## config.mk

```make
export PLATFORM = sky130hd
export DESIGN_NAME = ppl_lane_sched
export DESIGN_NICKNAME = d
export VERILOG_FILES = /design/src/rtl/ppl_lane_sched.sv
export SDC_FILE = /design/constraint.sdc
export NUM_CORES = 1
export LEC_CHECK = 0
export ABC_AREA = 0
export CAP_MARGIN = 40
export CORE_ASPECT_RATIO = 1.25
export CORE_MARGIN = 2
export CORE_UTILIZATION = 53
export CTS_BUF_LIST = sky130_fd_sc_hd__clkbuf_4 sky130_fd_sc_hd__clkbuf_8 sky130_fd_sc_hd__clkbuf_16
export DETAILED_ROUTE_END_ITERATION = 10
export HOLD_SLACK_MARGIN = 0.03
export PLACE_DENSITY = 0.77
export RECOVER_POWER = 50
export SLEW_MARGIN = 40
export SYNTH_ARGS = -nofsm -noshare
export SYNTH_HDL_FRONTEND = slang
export SYNTH_SLANG_ARGS = --single-unit
```

## constraint.sdc

```tcl
create_clock -name clk -period 2.7 [get_ports clk]
set_input_delay 0.27 -clock clk [delete_from_list [all_inputs] [get_ports clk]]
set_output_delay 0.27 -clock clk [all_outputs]
set_load 0.05 [all_outputs]
```

## src/rtl/ppl_lane_sched.sv

```systemverilog
// ppl_lane_sched: frame scan scheduler for a multi-lane ray-march pipeline.
// Walks the pixel-address space once per frame, hands pixels to the lowest
// free march lane, counts march steps per lane (forcing a timeout at
// MAX_STEPS) and serialises finished results onto one backpressured stream.
//
// Output stream handshake: a result is transferred in every cycle where
// out_valid and out_ready are both high. Once out_valid is raised it stays
// high, and out_addr/out_hit/out_steps/out_lane stay unchanged, until that
// transfer happens; out_valid never waits on out_ready.
module ppl_lane_sched #(
  parameter int H_DISP      = 1280,
  parameter int V_DISP      = 720,
  parameter int LANES       = 4,
  parameter int MAX_STEPS   = 15,
  parameter int PREP_CYCLES = 8,
  localparam int TOTAL = H_DISP * V_DISP,
  localparam int AW    = $clog2(TOTAL),
  localparam int LW    = (LANES > 1) ? $clog2(LANES) : 1,
  localparam int SW    = $clog2(MAX_STEPS + 1)
) (
  input  logic             clk,
  input  logic             rst,
  input  logic             frame_start,
  input  logic             pause,
  output logic             busy,
  output logic             prepare,
  output logic             frame_done,
  output logic [LANES-1:0] lane_start,
  output logic [AW-1:0]    issue_addr,
  output logic [LANES-1:0] lane_en,
  input  logic [LANES-1:0] lane_hit,
  output logic             out_valid,
  input  logic             out_ready,
  output logic [AW-1:0]    out_addr,
  output logic             out_hit,
  output logic [SW-1:0]    out_steps,
  output logic [LW-1:0]    out_lane
);

  localparam int PW = $clog2(PREP_CYCLES + 1);

  // Top-level frame states
  localparam logic [1:0] ST_IDLE  = 2'd0;
  localparam logic [1:0] ST_PREP  = 2'd1;
  localparam logic [1:0] ST_SCAN  = 2'd2;
  localparam logic [1:0] ST_DRAIN = 2'd3;

  // Per-lane states
  localparam logic [1:0] LN_FREE  = 2'd0;
  localparam logic [1:0] LN_MARCH = 2'd1;
  localparam logic [1:0] LN_WAIT  = 2'd2;

  logic [1:0]    state_q, state_d;
  logic [PW-1:0] prep_cnt_q, prep_cnt_d;
  logic [AW-1:0] next_addr_q, next_addr_d;
  logic [LW-1:0] rr_ptr_q, rr_ptr_d;

  logic [1:0]       lane_st_q   [LANES];
  logic [1:0]       lane_st_d   [LANES];
  logic [SW-1:0]    lane_cnt_q  [LANES];
  logic [SW-1:0]    lane_cnt_d  [LANES];
  logic [AW-1:0]    lane_addr_q [LANES];
  logic [AW-1:0]    lane_addr_d [LANES];
  logic [LANES-1:0] lane_res_hit_q, lane_res_hit_d;

  logic          out_valid_q, out_valid_d;
  logic [AW-1:0] out_addr_q, out_addr_d;
  logic          out_hit_q, out_hit_d;
  logic [SW-1:0] out_steps_q, out_steps_d;
  logic [LW-1:0] out_lane_q, out_lane_d;

  logic          free_found;
  logic [LW-1:0] free_idx;
  logic          issue_fire;
  logic          wait_found;
  logic [LW-1:0] retire_idx;
  logic          retire_fire;
  logic          out_load;
  logic          all_free;
  int            ridx;

  assign busy      = (state_q != ST_IDLE);
  assign prepare   = (state_q == ST_PREP);
  assign out_valid = out_valid_q;
  assign out_addr  = out_addr_q;
  assign out_hit   = out_hit_q;
  assign out_steps = out_steps_q;
  assign out_lane  = out_lane_q;

  // Issue: lowest-index free lane takes the next raster address
  always_comb begin
    free_found = 1'b0;
    free_idx   = '0;
    all_free   = 1'b1;
    for (int i = 0; i < LANES; i++) begin
      if (lane_st_q[i] != LN_FREE) begin
        all_free = 1'b0;
      end else if (!free_found) begin
        free_found = 1'b1;
        free_idx   = LW'(i);
      end
    end
    issue_fire = (state_q == ST_SCAN) && !pause && free_found;
    lane_start = '0;
    issue_addr = '0;
    if (issue_fire) begin
      lane_start[free_idx] = 1'b1;
      issue_addr           = next_addr_q;
    end
  end

  // Retire: first waiting lane at or after the round-robin pointer
  always_comb begin
    wait_found = 1'b0;
    retire_idx = '0;
    ridx       = 0;
    for (int k = 0; k < LANES; k++) begin
      ridx = (int'(rr_ptr_q) + k) % LANES;
      if (!wait_found && (lane_st_q[ridx] == LN_WAIT)) begin
        wait_found = 1'b1;
        retire_idx = LW'(ridx);
      end
    end
    out_load    = !out_valid_q || out_ready;
    retire_fire = out_load && wait_found;
    rr_ptr_d    = rr_ptr_q;
    if (retire_fire) begin
      rr_ptr_d = LW'((int'(retire_idx) + 1) % LANES);
    end
  end

  // Output register: load a retired result or empty on acceptance
  always_comb begin
    out_valid_d = out_valid_q;
    out_addr_d  = out_addr_q;
    out_hit_d   = out_hit_q;
    out_steps_d = out_steps_q;
    out_lane_d  = out_lane_q;
    if (retire_fire) begin
      out_valid_d = 1'b1;
      out_addr_d  = lane_addr_q[retire_idx];
      out_hit_d   = lane_res_hit_q[retire_idx];
      out_steps_d = lane_cnt_q[retire_idx];
      out_lane_d  = retire_idx;
    end else if (out_ready) begin
      out_valid_d = 1'b0;
    end
  end

  // Per-lane march control: step strobe, step counting, hit/timeout
  always_comb begin
    lane_en        = '0;
    lane_res_hit_d = lane_res_hit_q;
    for (int i = 0; i < LANES; i++) begin
      lane_st_d[i]   = lane_st_q[i];
      lane_cnt_d[i]  = lane_cnt_q[i];
      lane_addr_d[i] = lane_addr_q[i];
      lane_en[i]     = (lane_st_q[i] == LN_MARCH) && !pause;
      case (lane_st_q[i])
        LN_FREE: begin
          if (lane_start[i]) begin
            lane_st_d[i]   = LN_MARCH;
            lane_cnt_d[i]  = '0;
            lane_addr_d[i] = next_addr_q;
          end
        end
        LN_MARCH: begin
          if (lane_en[i]) begin
            lane_cnt_d[i] = lane_cnt_q[i] + SW'(1);
            if (lane_hit[i]) begin
              lane_st_d[i]      = LN_WAIT;
              lane_res_hit_d[i] = 1'b1;
            end else if ((lane_cnt_q[i] + SW'(1)) == SW'(MAX_STEPS)) begin
              lane_st_d[i]      = LN_WAIT;
              lane_res_hit_d[i] = 1'b0;
            end
          end
        end
        LN_WAIT: begin
          if (retire_fire && (retire_idx == LW'(i))) begin
            lane_st_d[i] = LN_FREE;
          end
        end
        default: lane_st_d[i] = LN_FREE;
      endcase
    end
  end

  // Frame FSM: IDLE -> PREP -> SCAN -> DRAIN -> IDLE
  always_comb begin
    state_d     = state_q;
    prep_cnt_d  = prep_cnt_q;
    next_addr_d = next_addr_q;
    frame_done  = 1'b0;
    case (state_q)
      ST_IDLE: begin
        if (frame_start) begin
          state_d     = ST_PREP;
          prep_cnt_d  = '0;
          next_addr_d = '0;
        end
      end
      ST_PREP: begin
        if (prep_cnt_q == PW'(PREP_CYCLES - 1)) begin
          state_d = ST_SCAN;
        end else begin
          prep_cnt_d = prep_cnt_q + PW'(1);
        end
      end
      ST_SCAN: begin
        if (issue_fire) begin
          next_addr_d = next_addr_q + AW'(1);
          if (next_addr_q == AW'(TOTAL - 1)) begin
            state_d = ST_DRAIN;
          end
        end
      end
      ST_DRAIN: begin
        if (all_free && (!out_valid_q || out_ready)) begin
          state_d    = ST_IDLE;
          frame_done = 1'b1;
        end
      end
      default: state_d = ST_IDLE;
    endcase
  end

  // State registers with synchronous reset
  always_ff @(posedge clk) begin
    if (rst) begin
      state_q        <= ST_IDLE;
      prep_cnt_q     <= '0;
      next_addr_q    <= '0;
      rr_ptr_q       <= '0;
      lane_res_hit_q <= '0;
      out_valid_q    <= 1'b0;
      out_addr_q     <= '0;
      out_hit_q      <= 1'b0;
      out_steps_q    <= '0;
      out_lane_q     <= '0;
      for (int i = 0; i < LANES; i++) begin
        lane_st_q[i]   <= LN_FREE;
        lane_cnt_q[i]  <= '0;
        lane_addr_q[i] <= '0;
      end
    end else begin
      state_q        <= state_d;
      prep_cnt_q     <= prep_cnt_d;
      next_addr_q    <= next_addr_d;
      rr_ptr_q       <= rr_ptr_d;
      lane_res_hit_q <= lane_res_hit_d;
      out_valid_q    <= out_valid_d;
      out_addr_q     <= out_addr_d;
      out_hit_q      <= out_hit_d;
      out_steps_q    <= out_steps_d;
      out_lane_q     <= out_lane_d;
      for (int i = 0; i < LANES; i++) begin
        lane_st_q[i]   <= lane_st_d[i];
        lane_cnt_q[i]  <= lane_cnt_d[i];
        lane_addr_q[i] <= lane_addr_d[i];
      end
    end
  end

endmodule

```

# Word level (Yosys, flattened, before mapping)
# Memory sizes are Yosys's and may differ from the RTL's. A register that Yosys moved wholly into a read port is not among the register bits.
# Index checks and enable logic that the tools add are counted.
# W data, S select, Z words.
word_totals:
  register_bits: 36
  wordCells: 240
  out_inout_bits: 59
  mem_count: 3
  ramBits: 104
classes:
  muxes: 112
  bitwise: 12
  order_cmp: 3
  n_reduce_logical: 51
  n_addsub: 10
  eq_ne: 38
mem_list:
  columns: ["memory", "words", "width", "read_ports", "rd_ports_with_merged_regs", "wr", "line_no", "rtl"]
  rows:
  - ["lane_addr_q", 4, 20, 1, 1, 4, "62", "logic [AW-1:0] lane_addr_q [LANES];"]
  - ["lane_cnt_q", 4, 4, 5, 1, 4, "60", "logic [SW-1:0] lane_cnt_q [LANES];"]
  - ["lane_st_q", 4, 2, 8, 1, 4, "58", "logic [1:0] lane_st_q [LANES];"]
op_table:
  columns: ["operator", "n"]
  rows:
  - ["$mux W20", 15]
  - ["$mux W2", 39]
  - ["$mux W4", 15]
  - ["$pmux W20 S2", 1]
  - ["$pmux W4 S2", 5]
  - ["$mux W1", 30]
  - ["$reduce_and A3 Y1", 10]
  - ["$eq A2 B2 Y1 const B", 12]
  - ["$pmux W2 S3", 4]
  - ["$reduce_bool A2 Y1", 12]
  - ["$add A20 B1 Y20 const B", 1]
  - ["$add A4 B1 Y4 const B", 5]
  - ["$eq A20 B20 Y1 const B", 1]
  - ["$eq A4 B4 Y1 const B", 4]
  - ["$logic_and A1 B1 Y1", 16]
  - ["$ne A2 B2 Y1 const B", 8]
  - ["$eq A2 B1 Y1 const B", 6]
  - ["$logic_not A2 Y1", 6]
  - ["$or A1 B1 Y1", 12]
  - ["$pmux W2 S4", 1]
  - ["$lt A2 B3 Y1 const B", 2]
  - ["$logic_not A1 Y1", 5]
  - ["$reduce_and A5 Y1", 1]
  - ["$add A2 B1 Y2 const B", 2]
  - ["8 further kinds", 13]

# Logic depth before layout (Yosys ltp)
# Gate-level depths: netlist of run 1.
depth:
  ltp_word: 16
  ltp_mapped: 13

# Worst setup path after synthesis of run 1
# No wires, ideal clock.
synth_path:
  path_type: "register -> register"
  from: "register state_q[0]"
  to: "memory lane_addr_q[1][0] (netlist bit), enable pin"
  synth_period_minus_slack_ns: 2.965
  setup_time_ns: 0.347
  stages_incl_launch_ff: 7
  path_buffers: 0
  arrival_time_ns: 2.618
  setup_slack_ns: -0.265
  path_cell_list: "dfxtp_1 -> inv_1 -> ha_1 -> nor2b_1 -> o21ai_0 -> nor3_1 -> or2_2"
synth_rtl:
  columns: ["element", "line_no", "rtl"]
  rows:
  - ["from (decl)", "53", "logic [1:0] state_q, state_d;"]
  - ["from (signal assigned)", "247", "state_q <= state_d;"]
  - ["to (decl)", "62", null]

==> key figures, run 1 <==
Critical path
  – Reg-to-reg endpoint: out_addr[14]
  – CP Capture Type: primary output
  – CP Launch Point: lane_st_q[3][1]
  – CP max stage cell: or4b_2
  – CP endpoint: lane_start[3]
  – Worst Path Required: between 2 and 2.5 ns
  – Reg2reg path depth: 7
  – Buffers plus inverters on the worst setup path: 3
  – Top delay family on crit path: simple AND/OR/NAND/NOR gates
  – Crit Path Category: reg2out
  – Worst-path cell chain: clkbuf_1 -> nor2_1 -> or4b_2 -> inv_1 -> buf_12
  – Levels on crit path: 5
  – Largest stage delay, worst path: 0.77 ns
  – CP arrival: around 2.4 ns
  – CP Max Fanout: 5
  – Setup crit start kind: register
  – Reg2reg setup slack: roughly 0.080 ns
  – Worst flop-to-flop path startpoint: lane_st_q[2][0]

Routing
  – Iter 0 DRT Violations: 545
  – DR DRC count: 0
  – Via density: ~6
  – Wire length per cell: ~20 µm
  – DRT Wirelength: 22320 µm
  – Routed via count: 6678
  – Antenna-violating nets left: 0
  – 1st-pass router iterations: 5

Power
  – Net Sw Frac: 31.48%
  – Peak VDD IR: ~480 µV
  – LEAKAGE: slightly above 4 nW
  – Psw: around 2.2 mW
  – Int Power: roughly 4.9 mW
  – Pwr dens: around 680 nW/µm²
  – Comb pwr share: 22.7%
  – Sequential share of power: 41.0%
  – Clock Power Share: 36.3%
  – Final Power: 7.146 mW

CTS
  – TritonCTS clock tree: yes
  – Reg clk slew, reported paths: 0.07 ns
  – CTS H-tree lvls: 4
  – CTS buffer count: 17
  – Root Driver: clkbuf_16
  – CTS Buffer Depth: 2
  – Clk Latency, worst-skew pair: 0.44 ns
  – Hold Buf Count CTS: 0
  – CTS sink count: 166

Floorplanning
  – Std-Cell Rows: just over 50
  – Die W: 116.2 µm
  – I/O Pins: 68
  – Starting density of the core: around 54%
  – Core area: ~16000 µm²
  – Die Y: 144.2 µm
  – Die area: about 17000 µm²

Yosys
  – Post-synthesis async set-or-reset flop share: 0%
  – Mean Syn Cell Area: 10.41 µm²
  – Syn Std Cell Area: 8339 µm²
  – Mapped Nets: 829
  – Synth Instances: 801
  – Cell variety after synth: 62
  – Synthesized flop and latch total: 166
  – Synth warn: 0
  – Seq/Total Area, Yosys: between 40% and 50%
  – Post-synth EDFFs: 80
  – Ys flop type: dfxtp_1

Global route
  – Pin count of the biggest net entering global routing: 41
  – Number of global-route vias before repair: 6667
  – Initial antenna violation count: 0
  – Total grt overflow: 0
  – GRT Util Overall: 27.84%
  – First-pass GRT wire length: 35250 µm

Final layout
  – P&R area growth vs syn: 25.13%
  – Final Core Density: 67.30%
  – Ant diodes: 0
  – Nets: 919
  – Final Non-Filler Cells: 1116
  – Fraction of layout cells with a size suffix above 1: between 10% and 20%

Hold path
  – Hold crit path type: in2reg

Timing
  – Highest Clock Rate: roughly 0.38 GHz
  – Setup Skew: around 0.0087 ns
  – Final min period: 2.639 ns
  – Max-slew headroom: 42.12%
  – Worst Max-Slew Pin Slew: between 0.8 and 0.9 ns
  – Setup total negative slack: 0 ns
  – Setup violators final: 0
  – Final period util: between 90 and 100%
  – Hold Fails Final Rpt: 0
  – Fin. max-slew vios: 0

Placed design
  – Detailed Place HPWL: approximately 15000 µm
  – Port bufs: 67
  – RD Place Congestion: between 0.9 and 1
  – Placed Cells: around 1100

Flow run
  – Maximum capacitance violations: 0

Run status
  – Outcome: finished, final reports clean
## metrics by stage
stage / cell area, µm² / hold WS, ns / worst slack [ns]
2_1_floorplan: 8344 / 0.4105 / 0.07149
3_3_place_gp: 9749 / 0.4471 / -0.2912
3_5_place_dp: 9749 / 0.4757 / -0.2221
4_1_cts: 10400 / 0.3317 / 0.01567
5_1_grt: 10440 / 0.3415 / -0.06896
6_report: 10440 / 0.3416 / 0.06066
## Yosys cell counts, types with 18 or more instances
library cell / n / area [µm²]
a21oi_1: 29 / 145.1
mux2i_1: 28 / 280.3
nor2_1: 89 / 334.1
clkbuf_1: 38 / 142.6
nand2_1: 28 / 105.1
and2_1: 63 / 394.1
a211oi_1: 22 / 165.2
and3_1: 47 / 294.0
dfxtp_1: 86 / 1722
a2111oi_0: 26 / 227.7
ha_1: 19 / 237.7
o21ai_0: 18 / 90.09
edfxtp_1: 80 / 2402
inv_1: 35 / 131.4
## cell usage in the layout, fill, tap and decap left out, drive strengths merged, types with 28 or more instances in the layout
cell type and instances:
nor2 90, dfxtp 86, edfxtp 80, buf 78
and2 63, a2111oi 53, and3 47, inv 40
a21oi 30, dlygate4sd3 29, nand2 28, mux2i 28
## power groups by stage
stage,combinational (mW),sequential [mW],clock [mW]
2_1_floorplan,0.827,3.15,0
3_3_place_gp,1.54,2.97,0
3_5_place_dp,1.58,2.97,0
4_1_cts,1.60,2.92,2.61
5_1_grt,1.73,2.94,2.70
6_report,1.62,2.93,2.60
## timing repair
item,CTS,global route
pin swaps,0,0
buffers inserted,0,4
gates resized for setup,7,16
setup endpoints to repair,5,19
## worst min-delay path by stage
stage,slack (ns),cells after the start,from,endpoint
3_3_place_gp,0.45,2,prep_cnt_q[3],prep_cnt_q[3]
2_1_floorplan,0.41,2,lane_hit[1],lane_res_hit_q[1]
4_1_cts,0.33,3,rst,lane_st_q[3][1]
3_5_place_dp,0.48,2,out_lane[1],out_lane[1]
6_report,0.34,3,rst,lane_st_q[3][1]
5_1_grt,0.34,3,rst,lane_st_q[3][1]
## worst register-to-register path: stages (launching register included)
cell	delay, ns
dfxtp_1	0.34
nand2b_1	0.30
mux4_2	0.57
a21oi_2	0.21
buf_4	0.26
a211oi_1	0.08
a2111oi_0	0.58
a2111oi_1	0.13
## flip-flops by register name (all words and copies together) (netlist names), named ones only
name and flops:
out_addr 20, out_lane 2, next_addr_q 20, lane_res_hit_q 4, rr_ptr_q 2, lane_cnt_q 16, out_steps 4, prep_cnt_q 4
out_hit 1, lane_addr_q 80, lane_st_q 8, state_q 2, out_valid 1
## kinds of logic (layout without fill, tap and decap cells)
| logic type | count (synthesis) | in the layout | share of synthesized area (%) |
|---|---|---|---|
| and+or+nand+nor | 306 | 306 | 19.47 |
| muxes | 30 | 30 | 3.901 |
| adders and majority gates | 19 | 19 | 2.851 |
| DFF | 166 | 166 | 49.45 |
| buffers and inverters | 91 | 194 | 4.846 |
| AOI/OAI and AO/OA | 163 | 163 | 16.74 |
| xor gates and xnor gates | 26 | 26 | 2.731 |
## layout make-up
type / count / area, µm²
repair buffers: 126 / 1395
well taps: 212 / 265.3
fillers: 1168 / 5071
clock inverters: 15 / 198.9
flip-flops and latches: 166 / 4126
inverters: 36 / 137.6
clock buffers: 17 / 425.4
multi-input cells: 544 / 3886
## per-layer routing
layer  GRT usage (%)  share of wire [%]  vias up
met4           14.54                4.4        0
met1           33.15                 39     3244
met5               0                  0        -
met3           5.239                5.8       67
met2           47.68                 51      277
li1                -                  -     3090
No activity file was read; power rests on OpenSTA's default activity.
==> inputs of run 2 (changes only) <==
CORE_MARGIN = unset   (was 2)
GPL_ROUTABILITY_DRIVEN = 0   (was unset)
==> run 2 against run 1 <==
- the flow now finishes with violations (negative setup slack)
- sequential share of layout area rose by 0.38 points
- setup slack got worse by 0.074 ns
- utilization rose by 0.65 points
- clock skew fell by 0.0010 ns
- die area fell by 3.1%
- non-clock buffer count fell by 7
- combinational power barely moved
- critical path type is now reg2reg
- highest routed layer unchanged
==> key figures, run 2 (synthesis gave the netlist of run 1 again) <==
Run status
  – Outcome: finished, violations left
  – Failing checks: negative setup slack

CTS
  – CTS Buffer Depth: 2 (unchanged)
  – TritonCTS clock tree: yes
  – Root Driver: clkbuf_16
  – Hold Buf Count CTS: 0 (unchanged)
  – CTS sink count: 166 (unchanged)
  – # Post-CTS Setup Buffers: 0 (unchanged)
  – CTS buffer count: 17 (unchanged)
  – Clk Latency, worst-skew pair: 0.44 ns (about the same)
  – CTS H-tree lvls: 4 (unchanged)
  – Reg clk slew, reported paths: 0.06 ns (about the same)

Routing
  – DR DRC count: 0 (unchanged)
  – DRT Wirelength: 23240 µm (+4.1%)
  – Wire length per cell: 21.04 µm (+5.2%)
  – Iter 0 DRT Violations: 598 (+9.7%)
  – Via density: 6.099 (+1.9%)
  – Routed via count: 6739 (+0.91%)
  – Antenna-violating nets left: 0 (unchanged)
  – 1st-pass router iterations: 5 (unchanged)

Timing
  – Final period util: 100.5% (+2.7 points)
  – Final hold slack: 0.2297 ns (-0.1118 ns)
  – Max-slew headroom: 43.16% (+1.0 points)
  – Setup Skew: 0.007678 ns (-0.001038 ns)
  – Highest Clock Rate: 0.3686 GHz (-2.7%)
  – Fin. max-slew vios: 0 (unchanged)
  – PnR worst setup slack: -0.01314 ns (-0.07380 ns)
  – Worst Max-Slew Pin Slew: 0.8453 ns (-0.01550 ns)
  – Hold Fails Final Rpt: 0 (unchanged)
  – Final min period: 2.713 ns (+0.07380 ns)
  – Setup violators final: 1 (+1)

Final layout
  – # fillers: 1109 (-5.1%)
  – Fraction of layout cells with a size suffix above 1: 17.73% (+0.36 points)
  – Final Non-Filler Cells: 1105 (-0.99%)
  – Register area: 4124 µm² (about the same)
  – Fin area: 10330 µm² (-1.0%)
  – Footprint of the multi-input gates: 3884 µm² (about the same)
  – Ant diodes: 0 (unchanged)
  – Most frequent cells in the layout: 89 x nor2_1, 86 x dfxtp_1, 80 x edfxtp_1
  – Largest Register: lane_addr_q
  – Nets: 912 (-0.76%)
  – Commonest non-fill, non-tap cell in the layout: nor2_1
  – P&R area growth vs syn: 23.87%
  – Max reg flops: 80 (unchanged)

Critical path
  – Buffers plus inverters on the worst setup path: 2 (-1)
  – Reg-to-reg endpoint: out_addr[6]
  – CP max stage cell: mux4_2
  – CP Max Fanout: 16 (+11)
  – Worst Path Required: 3.00 ns (+0.57 ns)
  – Reg2reg path depth: 8 (+1)
  – CP arrival: 3.01 ns (+0.64 ns)
  – Top delay family on crit path: compound AO/OA/AOI/OAI gates
  – Largest stage delay, worst path: 0.54 ns (-0.23 ns)
  – Crit Path Category: reg2reg
  – Reg2reg setup slack: -0.01 ns (-0.09 ns)
  – Setup crit start kind: register
  – CP Capture Type: register
  – Worst flop-to-flop path startpoint: lane_st_q[2][1]
  – Worst-path cell chain: nor2b_2 -> mux4_2 -> a311oi_2 -> buf_4 -> a211oi_1 -> a2111oi_1 -> buf_4 -> a2111oi_2
  – Cell mode on critical path: buf_4

Global route
  – First-pass GRT wire length: 36540 µm (+3.7%)
  – Number of global-route vias before repair: 6836 (+2.5%)
  – Pin count of the biggest net entering global routing: 49 (+20%)
  – GR Util met1: 35.01% (+1.9 points)
  – GRT Util Overall: 29.96% (+2.1 points)
  – GRT Max-Usage Layer: met2
  – Initial antenna violation count: 0 (unchanged)
  – Met2 usage: 50.62% (+2.9 points)
  – Total grt overflow: 0 (unchanged)
  – Met3 usage: 6.516% (+1.3 points)

Floorplanning
  – Core area: 15200 µm² (-2.0%)
  – Std-Cell Rows: 50 (-2.0%)
  – Die W: 114.2 µm (-1.7%)
  – Starting density of the core: 54.86% (+1.1 points)
  – I/O Pins: 68 (unchanged)
  – Die Y: 142.2 µm (-1.4%)
  – Die area: 16240 µm² (-3.1%)

Power
  – Final Power: 6.988 mW (-2.2%)
  – LEAKAGE: 3.919 nW (-3.5%)
  – Pwr dens: 676.5 nW/µm² (-1.2%)
  – Peak VDD IR: 534.1 µV (+12%)

Hold path
  – Hold EP: out_hit
  – Hold path start: rst
  – Hold crit path type: in2reg
  – Worst Hold Path Cells: 2 (-1)

Placed design
  – Dpl cell area: 9672 µm² (-0.80%)
  – Detailed Place HPWL: 15830 µm (+2.5%)
  – Placed Cells: 1073 (-0.65%)
  – Port bufs: 67 (unchanged)
  – Worst slack at placement: -0.04520 ns (+0.1769 ns)

Flow run
  – Maximum capacitance violations: 0 (unchanged)
==> run 2: cell count changes in the layout (fill, tap and decap cells not counted), sizes merged <==
cell / before / now
bufinv: 4 / 2
clkdlybuf4s50: 8 / 37
clkinv: 6 / 5
dlygate4sd3: 29 / 0
clkbuf: 27 / 18
dlymetal6s2s: 1 / 0
inv: 40 / 39
clkinvlp: 1 / 4
buf: 78 / 82
==> run 2: cell type report <==
class | instances | area share (%)
Timing Repair Buffer | 119 | 12.95
Tap cell | 208 | 2.519
Multi-Input combinational cell | 544 | 37.60
Clock buffer | 18 | 4.191
Inverter | 36 | 1.357
Clock inverter | 14 | 1.466
Sequential cell | 166 | 39.92
==> run 2: worst reg2reg max path, stage by stage (launching register included) <==
cell       delay (ns)
dfxtp_1          0.37
nor2b_2          0.21
mux4_2           0.54
a311oi_2         0.28
buf_4            0.32
a211oi_1         0.13
a2111oi_1        0.49
buf_4            0.20
a2111oi_2        0.04
==> run 2: how the worst max path moves through the flow <==
stage	startpoint	to	slack, ns	depth (start not counted)
finish	lane_st_q[2][1]	out_addr[6]	-0.01	8
CTS	lane_st_q[2][1]	out_steps[2]	0.006	8
global placement	lane_st_q[2][0]	out_steps[2]	0.007	8
global route	lane_st_q[2][1]	out_addr[6]	-0.09	8
detailed placement	pause	lane_addr_q[2][19]	-0.05	7
floorplan	state_q[0]	lane_addr_q[2][10]	0.07	8
==> run 2: power by group <==
part / internal [mW] / total (mW) / switching [mW]
sequential: 2.81 / 2.92 / 0.116
clock: 1.38 / 2.44 / 1.06
combinational: 0.543 / 1.63 / 1.08
==> run 2: layer usage <==
metal  vias to the layer above  part of all wire, %
met5                         -                    0
met4                         0                  4.6
met3                        87                  6.6
met2                       323                   51
li1                       3082                    -
met1                      3247                   38
==> run 2: repair_timing <==
action,in CTS,in global routing
pin swaps,0,1
resized for setup,8,17
setup endpoints to repair,5,27
gates cloned,0,0
==> run 2: metrics by stage <==
step	utilization (%)	TNS (ns)
6_report	67.95	-0.01314
3_3_place_gp	63.62	0
4_1_cts	67.57	0
2_1_floorplan	-	0
5_1_grt	67.95	-0.08526
3_5_place_dp	63.62	-0.2905
==> inputs of run 3 (changes only) <==
GPL_ROUTABILITY_DRIVEN = unset   (was 0)
==> run 3 against run 2 <==
- the run now ends clean
- sequential power about the same
- routed wire length decreased by 2.0%
- die area unchanged
- clock-buffer cell count is 3 higher
- largest cell class unchanged
==> key figures, run 3 (synthesis gave the netlist of run 1 again) <==
Placed design
  – Worst slack at placement: 0.01429 ns (+0.05948 ns)
  – RD Place Congestion: 0.9079
  – Placed Cells: 1069 (-0.37%)
  – Detailed Place HPWL: 15570 µm (-1.7%)
  – Port bufs: 67 (unchanged)
  – Dpl cell area: 9667 µm² (about the same)

Routing
  – Wire length per cell: 20.62 µm (-2.0%)
  – 1st-pass router iterations: 5 (unchanged)
  – DR DRC count: 0 (unchanged)
  – Via density: 6.049 (-0.82%)
  – DRT Wirelength: 22780 µm (-2.0%)
  – Routed via count: 6684 (-0.82%)
  – Iter 0 DRT Violations: 534 (-11%)
  – Antenna-violating nets left: 0 (unchanged)

Critical path
  – Worst-path cell chain: inv_2 -> ha_4 -> nor2b_4 -> o21ai_0 -> or4_4 -> inv_2 -> buf_12 -> buf_12
  – Worst flop-to-flop path startpoint: lane_st_q[2][0]
  – CP max stage cell: or4_4
  – Worst Path Required: 2.43 ns (-0.57 ns)
  – Setup crit start kind: register
  – CP Launch Point: state_q[0]
  – Largest stage delay, worst path: 0.56 ns (+0.02 ns)
  – CP arrival: 2.36 ns (-0.65 ns)
  – CP Max Fanout: 16 (unchanged)
  – Buffers plus inverters on the worst setup path: 4 (+2)
  – CP Capture Type: primary output
  – Top delay family on crit path: simple AND/OR/NAND/NOR gates
  – Crit Path Category: reg2out

Final layout
  – P&R area growth vs syn: 23.90% (about the same)
  – Nets: 912 (unchanged)
  – Final Non-Filler Cells: 1105 (unchanged)
  – Ant diodes: 0 (unchanged)
  – Commonest non-fill, non-tap cell in the layout: nor2_1
  – Largest Register: lane_addr_q
  – Most frequent cells in the layout: 89 x nor2_1, 85 x dfxtp_1, 80 x edfxtp_1
  – Fin area: 10330 µm² (about the same)
  – Max reg flops: 80 (unchanged)
  – Fraction of layout cells with a size suffix above 1: 16.72% (-1.0 points)

CTS
  – CTS sink count: 166 (unchanged)
  – CTS H-tree lvls: 4 (unchanged)
  – Root Driver: clkbuf_16
  – Clk Latency, worst-skew pair: 0.43 ns (about the same)
  – CTS Buffer Depth: 2 (unchanged)
  – TritonCTS clock tree: yes
  – CTS buffer count: 17 (unchanged)
  – Reg clk slew, reported paths: 0.06 ns (about the same)

Floorplanning
  – Starting density of the core: 54.86% (unchanged)
  – Std-Cell Rows: 50 (unchanged)
  – Die W: 114.2 µm (unchanged)
  – I/O Pins: 68 (unchanged)
  – Die Y: 142.2 µm (unchanged)
  – Core area: 15200 µm² (unchanged)
  – Die area: 16240 µm² (unchanged)

Global route
  – First-pass GRT wire length: 35570 µm (-2.7%)
  – GRT Util Overall: 29.24% (-0.72 points)
  – Initial antenna violation count: 0 (unchanged)
  – Number of global-route vias before repair: 6776 (-0.88%)
  – Pin count of the biggest net entering global routing: 36 (-27%)
  – Total grt overflow: 0 (unchanged)

Timing
  – PnR worst setup slack: 0.06994 ns (+0.08308 ns)
  – Highest Clock Rate: 0.3802 GHz (+3.2%)
  – Final min period: 2.630 ns (-0.08308 ns)
  – Max-slew headroom: 42.19% (-0.98 points)
  – Setup Skew: 0.007104 ns (-0.0005738 ns)
  – Hold Fails Final Rpt: 0 (unchanged)
  – Worst Max-Slew Pin Slew: 0.8672 ns (+0.02187 ns)
  – Fin. max-slew vios: 0 (unchanged)
  – Final hold slack: 0.3956 ns (+0.1658 ns)
  – Setup violators final: 0 (-1)
  – Final period util: 97.41% (-3.1 points)

Power
  – Pwr dens: 681.4 nW/µm² (+0.72%)
  – Peak VDD IR: 472.6 µV (-12%)
  – LEAKAGE: 3.976 nW (+1.4%)

Run status
  – Outcome: finished, final reports clean

Hold path
  – Hold crit path type: in2reg
  – Hold path start: rst

Flow run
  – Maximum capacitance violations: 0 (unchanged)
==> run 3: area by class of cell <==
type                       instances  area [µm²]
clock inverter                    11       148.9
timing repair buffer             119        1315
clock buffer                      21       467.9
fill                            1155        4870
tap                              208       260.3
multi-input combinational        544        3874
inverter                          36       141.4
sequential                       166        4125
==> run 3: through the flow <==
stage	utilization (%)	power (mW)	setup TNS, ns
finish	67.97	7.041	0
CTS	67.80	7.068	0
global route	67.97	7.285	-0.01387
global placement	63.59	4.497	0
detailed placement	63.59	4.547	0
floorplan	-	3.981	0
==> run 3: where the power goes <==
group          switching [mW]  internal, mW  leakage, nW
sequential              0.113          2.81         1.50
combinational            1.08         0.514         2.18
clock                   0.996          1.53        0.297
total                    2.19          4.85         3.98
==> run 3: worst reg2reg max path, stage by stage (launching register included) <==
cell        delay [ns]
dfxtp_1           0.40
nor2b_1           0.11
mux4_2            0.54
a311oi_2          0.26
a21o_2            0.24
clkinvlp_4        0.18
buf_4             0.19
mux2i_1           0.12
a2111oi_1         0.42
==> run 3: final timing paths <==
check                            to  slack (ns)  cells after the start
hold / removal    lane_res_hit_q[2]        0.40                      3
setup / recovery      lane_start[2]        0.07                      8
setup reg to reg       out_addr[12]        0.12                      8
hold reg to reg         out_lane[1]        0.47                      2
==> run 3: what timing repair did <==
action,in CTS,in global routing
resized for setup,6,17
hold buffers,0,0
pin swaps,0,3
endpoints found under the setup margin,4,20
buffers inserted,0,4
==> run 3: layer usage <==
metal | GRT usage, % | vias up | share of wire, %
met4 | 15.24 | 0 | 3.5
li1 | - | 3081 | -
met3 | 5.707 | 56 | 5.5
met1 | 34.28 | 3295 | 40
met2 | 50.56 | 252 | 51
met5 | 0 | - | 0
